<file path="config.mk">
export PLATFORM = sky130hd
export DESIGN_NAME = seg7_reader
export DESIGN_NICKNAME = d
export VERILOG_FILES = /design/src/rtl/seg7_pkg.sv /design/src/rtl/seg7_lookup.sv /design/src/rtl/seg7_reader.sv
export SDC_FILE = /design/constraint.sdc
export NUM_CORES = 1
export LEC_CHECK = 0
export ABC_AREA = 1
export BUFFER_PORTS_ARGS = -buffer_cell sky130_fd_sc_hd__buf_2
export CORE_MARGIN = 10
export CORE_UTILIZATION = 53
export DETAILED_ROUTE_END_ITERATION = 6
export HOLD_SLACK_MARGIN = 0.12
export PLACE_DENSITY = 0.78
export SLEW_MARGIN = 20
export SYNTH_ARGS = -nofsm -noshare
export SYNTH_HDL_FRONTEND = slang
export SYNTH_HIERARCHICAL = 1
export SYNTH_SLANG_ARGS = --single-unit
</file>
<file path="constraint.sdc">
create_clock -name clk -period 2.25 [get_ports clk]
set_clock_uncertainty 0.1 [all_clocks]
set_input_delay 0.45 -clock clk [delete_from_list [all_inputs] [get_ports clk]]
set_output_delay 0.45 -clock clk [all_outputs]
set_load 0.02 [all_outputs]
</file>
<file path="src/rtl/seg7_pkg.sv">
// ----------------------------------------------------------------------------
// seg7_pkg
// Shared constants for the 7-segment display path: the 16 hex-digit patterns
// in active-low gfedcba order (bit 0 = segment a), the blank pattern, the
// decoder result record and the reader FSM state encoding. The DE1 display
// encoder and the read-back checkers both import this package so that the
// two directions can never disagree on a glyph.
// No ports (package).
// ----------------------------------------------------------------------------
package seg7_pkg;

   // Active-low glyphs: a 0 bit lights the segment.
   localparam logic [6:0] SEG_0     = 7'h40;
   localparam logic [6:0] SEG_1     = 7'h79;
   localparam logic [6:0] SEG_2     = 7'h24;
   localparam logic [6:0] SEG_3     = 7'h30;
   localparam logic [6:0] SEG_4     = 7'h19;
   localparam logic [6:0] SEG_5     = 7'h12;
   localparam logic [6:0] SEG_6     = 7'h02;
   localparam logic [6:0] SEG_7     = 7'h78;
   localparam logic [6:0] SEG_8     = 7'h00;
   localparam logic [6:0] SEG_9     = 7'h10;
   localparam logic [6:0] SEG_A     = 7'h08;
   localparam logic [6:0] SEG_B     = 7'h03;
   localparam logic [6:0] SEG_C     = 7'h46;
   localparam logic [6:0] SEG_D     = 7'h21;
   localparam logic [6:0] SEG_E     = 7'h06;
   localparam logic [6:0] SEG_F     = 7'h0E;
   localparam logic [6:0] SEG_BLANK = 7'h7F;

   localparam logic [6:0] SEG_TABLE [16] = '{
      SEG_0, SEG_1, SEG_2, SEG_3, SEG_4, SEG_5, SEG_6, SEG_7,
      SEG_8, SEG_9, SEG_A, SEG_B, SEG_C, SEG_D, SEG_E, SEG_F
   };

   // Reader FSM encoding, kept as plain constants so older netlists and
   // probes that match on the raw state value keep working.
   localparam int unsigned ST_W = 2;
   localparam logic [ST_W-1:0] S_HI  = 2'd0;   // waiting for high nibble
   localparam logic [ST_W-1:0] S_LO  = 2'd1;   // waiting for low nibble
   localparam logic [ST_W-1:0] S_OUT = 2'd2;   // holding an assembled byte

   // Result of classifying one pattern.
   typedef struct packed {
      logic       is_hex;
      logic       is_blank;
      logic [3:0] nibble;
   } seg_decode_t;

   // Forward mapping used by the display encoder; polarity selects the
   // board convention (1 = active-low segments).
   function automatic logic [6:0] seg_encode(input logic [3:0] nib,
                                             input bit active_low);
      logic [6:0] pat;
      pat = SEG_TABLE[nib];
      return active_low ? pat : ~pat;
   endfunction

endpackage

</file>
<file path="src/rtl/seg7_lookup.sv">
// ----------------------------------------------------------------------------
// seg7_lookup
// Purely combinational inverse of the hex-digit glyph table. The incoming
// pattern is first normalised to the active-low convention, then classified
// as a hex digit (with its value), the blank glyph, or neither.
// Ports:
//   seg_in   in  7  segment pattern, gfedcba
//   is_hex   out 1  pattern is one of the 16 hex glyphs
//   is_blank out 1  pattern is the all-off glyph
//   nibble   out 4  digit value when is_hex, else 0
// ----------------------------------------------------------------------------
module seg7_lookup
   import seg7_pkg::*;
#(
   parameter bit ACTIVE_LOW = 1'b1
) (
   input  logic [6:0] seg_in,
   output logic       is_hex,
   output logic       is_blank,
   output logic [3:0] nibble
);

   logic [6:0] seg_n;

   // All table constants are active-low; flip active-high input once here.
   assign seg_n = ACTIVE_LOW ? seg_in : ~seg_in;

   always_comb begin
      is_hex   = 1'b1;
      nibble   = '0;
      is_blank = (seg_n == SEG_BLANK);
      case (seg_n)
         SEG_0:   nibble = 4'h0;
         SEG_1:   nibble = 4'h1;
         SEG_2:   nibble = 4'h2;
         SEG_3:   nibble = 4'h3;
         SEG_4:   nibble = 4'h4;
         SEG_5:   nibble = 4'h5;
         SEG_6:   nibble = 4'h6;
         SEG_7:   nibble = 4'h7;
         SEG_8:   nibble = 4'h8;
         SEG_9:   nibble = 4'h9;
         SEG_A:   nibble = 4'hA;
         SEG_B:   nibble = 4'hB;
         SEG_C:   nibble = 4'hC;
         SEG_D:   nibble = 4'hD;
         SEG_E:   nibble = 4'hE;
         SEG_F:   nibble = 4'hF;
         default: is_hex = 1'b0;
      endcase
   end

endmodule

</file>
<file path="src/rtl/seg7_reader.sv">
// ----------------------------------------------------------------------------
// seg7_reader
// Reads back a handshaked stream of 7-segment patterns, turns each into a
// nibble and pairs nibbles into bytes (high nibble first). Used on the
// display bus to check that what HEX5/HEX4 show matches the value on LEDR.
// Unrecognised patterns are flagged and counted (saturating).
// Ports:
//   clk        in  1      rising-edge clock
//   resetn     in  1      synchronous active-low reset
//   seg_in     in  7      segment pattern, gfedcba
//   seg_valid  in  1      seg_in is valid
//   seg_ready  out 1      pattern can be accepted (decoded from state only)
//   byte_out   out 8      {high nibble, low nibble}
//   byte_valid out 1      byte_out is valid
//   byte_ready in  1      consumer takes byte_out
//   err_pulse  out 1      one cycle after an unrecognised pattern is accepted
//   err_count  out ERR_W  saturating count of unrecognised patterns
//   err_clr    in  1      synchronous clear of err_count (beats increment)
// ----------------------------------------------------------------------------
module seg7_reader
   import seg7_pkg::*;
#(
   parameter bit          ACTIVE_LOW = 1'b1,
   parameter int unsigned ERR_W      = 8
) (
   input  logic             clk,
   input  logic             resetn,
   input  logic [6:0]       seg_in,
   input  logic             seg_valid,
   output logic             seg_ready,
   output logic [7:0]       byte_out,
   output logic             byte_valid,
   input  logic             byte_ready,
   output logic             err_pulse,
   output logic [ERR_W-1:0] err_count,
   input  logic             err_clr
);

   seg_decode_t dec;

   logic [ST_W-1:0]  state_q, state_d;
   logic [3:0]       hi_q, hi_d;
   logic [7:0]       byte_q, byte_d;
   logic             bvalid_q, bvalid_d;
   logic             pulse_q, pulse_d;
   logic [ERR_W-1:0] cnt_q, cnt_d;

   logic             accept;
   logic             err_evt;

   seg7_lookup #(
      .ACTIVE_LOW (ACTIVE_LOW)
   ) u_lookup (
      .seg_in   (seg_in),
      .is_hex   (dec.is_hex),
      .is_blank (dec.is_blank),
      .nibble   (dec.nibble)
   );

   assign seg_ready = (state_q != S_OUT);
   assign accept    = seg_valid && seg_ready;

   // FSM and datapath next-state.
   always_comb begin
      state_d = state_q;
      hi_d    = hi_q;
      byte_d  = byte_q;
      err_evt = 1'b0;
      case (state_q)
         S_HI: begin
            if (accept) begin
               if (dec.is_hex) begin
                  hi_d    = dec.nibble;
                  state_d = S_LO;
               end else if (!dec.is_blank) begin
                  err_evt = 1'b1;
               end
            end
         end
         S_LO: begin
            if (accept) begin
               if (dec.is_hex) begin
                  byte_d  = {hi_q, dec.nibble};
                  state_d = S_OUT;
               end else begin
                  // Blank resyncs silently; anything else is an error. In
                  // both cases the stored high nibble is abandoned.
                  state_d = S_HI;
                  err_evt = !dec.is_blank;
               end
            end
         end
         S_OUT: begin
            if (byte_ready) begin
               state_d = S_HI;
            end
         end
         default: state_d = S_HI;
      endcase
   end

   // byte_valid is registered from the next state so it rises on the same
   // edge that loads byte_out and falls on the handshake edge.
   always_comb begin
      bvalid_d = (state_d == S_OUT);
      pulse_d  = err_evt;
      cnt_d    = cnt_q;
      if (err_clr) begin
         cnt_d = '0;
      end else if (err_evt && (cnt_q != '1)) begin
         cnt_d = cnt_q + ERR_W'(1);
      end
   end

   always_ff @(posedge clk) begin
      if (!resetn) begin
         state_q  <= S_HI;
         hi_q     <= '0;
         byte_q   <= '0;
         bvalid_q <= 1'b0;
         pulse_q  <= 1'b0;
         cnt_q    <= '0;
      end else begin
         state_q  <= state_d;
         hi_q     <= hi_d;
         byte_q   <= byte_d;
         bvalid_q <= bvalid_d;
         pulse_q  <= pulse_d;
         cnt_q    <= cnt_d;
      end
   end

   assign byte_out   = byte_q;
   assign byte_valid = bvalid_q;
   assign err_pulse  = pulse_q;
   assign err_count  = cnt_q;

endmodule

</file>
==> impl_results.md <==
- Inserted Diodes: 0
- Final Hold Vio Count: 0
- Clock Path Buffers: 2
- Synth warn: 6
- Mean post-synth cell area: 6.290 µm²
- Final Cycle Share: approximately four fifths
- WS Path Type: primary input to flop
- # DRC: 0
- Largest net degree at the start of global routing: 19
- Slowest CP cell: nor2_4
- Post-CTS Hold Fix Bufs: 0
- Min Tclk post-route: 1.795 ns
- Most frequent cells in the layout: 51 x nand2_1, 46 x nor2_1, 30 x buf_2
- Crit-path cells: buf_2 > inv_1 > nor2_4 > nand2_1 > nor2_2 > nor2_1 > nand2_1 > nor2_1 > nand2_1 > nor2_1 > nand2_1 > nor2_4 > nand2_4 > inv_4 > nand2_1 > a21oi_1
- Syn nets: 235
- H-Tree Depth: 1
- Worst EP required: 2.42 ns
- Post-Syn Instances: 222
- Drt pass-1 iters: 4
- Synth area leader: dfxtp_1
- Layout cell share with drive strength beyond 1: 22.87%
- Vias in the first global route: between 1000 and 1500
- GR Overflow Total: 0
- Core area: 2500 µm²
- Seq/Total Area, Yosys: 34.41%
- Die width: 71.33 µm
- Outcome: completed
- Maximum VDD drop: 0.3053 mV
- Slew Viols, Final: 0
- Total global-route track usage: 12.47%
- Fin Setup TNS: 0 ns
- Final net count: 272
- Post-CTS resize count: 0
- Area grow syn2layout: 17.29%
- Critical Path Start Type: primary input
- Wire per inst: 10.81 µm
- Placed Area: 1602 µm²
- Critical Path Max Stage Delay: 0.20 ns
- Most common cell after layout, fill and taps aside: nand2_1
- Number of CTS-inserted buffers: 3
- Final setup fails: 0
- Critical Path Fanout Max: 7
- Slew headroom: 81.76%
- RSZ-0062 raised after global routing: no
- Clock transition at path regs: roughly 0.14 ns
- Synth area leaders: dfxtp_1 34%, nand2_1 14%, nor2_1 12%
- CP arrival: 1.96 ns
- CTS tree: built
- HP Class: primary input to flop
- Postcts setup bufs: 0
- # IOs: 31
- Initial antenna violation count: 0
- Final WL: 3112 µm
- Die Area: 5088 µm²
- Starting Density: between 50% and 60%
- FF+latch count, synth: 24
- Worst-skew pair later-pin latency: 0.32 ns
- Die height: approximately 71 µm
- Distinct cell type count after synthesis: 22
- Top cell by count, worst path: nand2_1
- Cell area after synthesis: 1396 µm²
- Dpl hpwl: 2418 µm
- Max Cap Viol: 0
- Vias per inst: 4.948
- Via count: 1425
- Power Total: between 0.0007 and 0.0008 W
- Pwr dens: 463.9 nW/µm²
- Row count: 18
- Routed Antenna Nets: 0
- Clock Tree Root: clkbuf_4
- Fmax: 557.0 MHz
- Port bufs: 30
- Actual slew at the worst max-slew pin: 0.2733 ns
- First-pass GRT wire length: 5464 µm
- Initial DRC Count: a little over 70
- CP Capture Type: flop
- Final instance area: 1638 µm²
- Yosys top cell area share: 34.41%
- Clock Sinks: 24
- Leak: slightly above 0.7 nW
- GP Congestion: 0.9022
per-stage QoR:
| step | util, % | hold slack, ns | instances | setup WS [ns] |
|---|---|---|---|---|
| 3_5_place_dp | 64.06 | 0.3301 | 284 | 0.09574 |
| 6_report | 65.52 | 0.2791 | 288 | 0.4546 |
| 2_1_floorplan | - | 0.3417 | 222 | 0.4090 |
| 5_1_grt | 65.52 | 0.2870 | 288 | 0.2491 |
| 3_3_place_gp | 64.06 | 0.3269 | 284 | 0.1564 |
| 4_1_cts | 65.52 | 0.2816 | 288 | 0.4435 |
sequential cells by signal, summed over array words and instances (netlist names):
register    cells
err_count       8
hi_q            4
state_q         2
byte_out        8
err_pulse       1
byte_valid      1
where the power goes:
group	switching, W	internal [W]
combinational	0.0000644	0.0000305
clock	0.000133	0.0000989
sequential	0.00000326	0.000429
total	0.000201	0.000559
logic make-up after synthesis:
group	after synthesis	synth area share, %
compound gates	29	10.39
buf+inv	28	7.795
simple gates	137	44.62
xor+xnor	3	1.882
flops	24	34.41
fa+ha+maj	1	0.8959
worst paths after layout:
| path | start | end | slack [ns] | cells after the start |
|---|---|---|---|---|
| setup / recovery | seg_in[1] | err_count[3] | 0.45 | 16 |
| hold / removal | byte_ready | byte_valid | 0.28 | 3 |
| setup reg to reg | err_count[0] | err_count[0] | 0.70 | 8 |
| hold reg to reg | byte_out[5] | byte_out[5] | 0.35 | 2 |
Yosys cell counts (all sizes together):
library cell	instances
ha	1
inv	26
nand3	12
xnor2	1
buf	1
or2	1
o21ai	9
nand2	58
a21oi	20
dfxtp	24
nand3b	1
clkinv	1
nor2	56
xor2	2
nand4	3
nor3	6
routing by layer:
metal	part of all wire (%)	track usage [%]	wire length [µm]
met2	43	18.73	1338
met5	0	0	0
met1	49	16.04	1529
met4	1.5	6.022	48
met3	6.3	3.306	195
critical path: cells and delay by family:
kind	cells	cell delay [ns]
simple gates	12	1.10
compound gates	1	0.11
buf+inv	3	0.30
final cells by class:
class                           instances  area [µm²]
Clock buffer                            4       36.28
Fill cell                             249       862.1
Inverter                               27       103.9
Multi-Input combinational cell        170       807.0
Sequential cell                        24       480.5
Tap cell                               30       37.54
Timing Repair Buffer                   33       172.7
(Power assumes the default switching activity.)
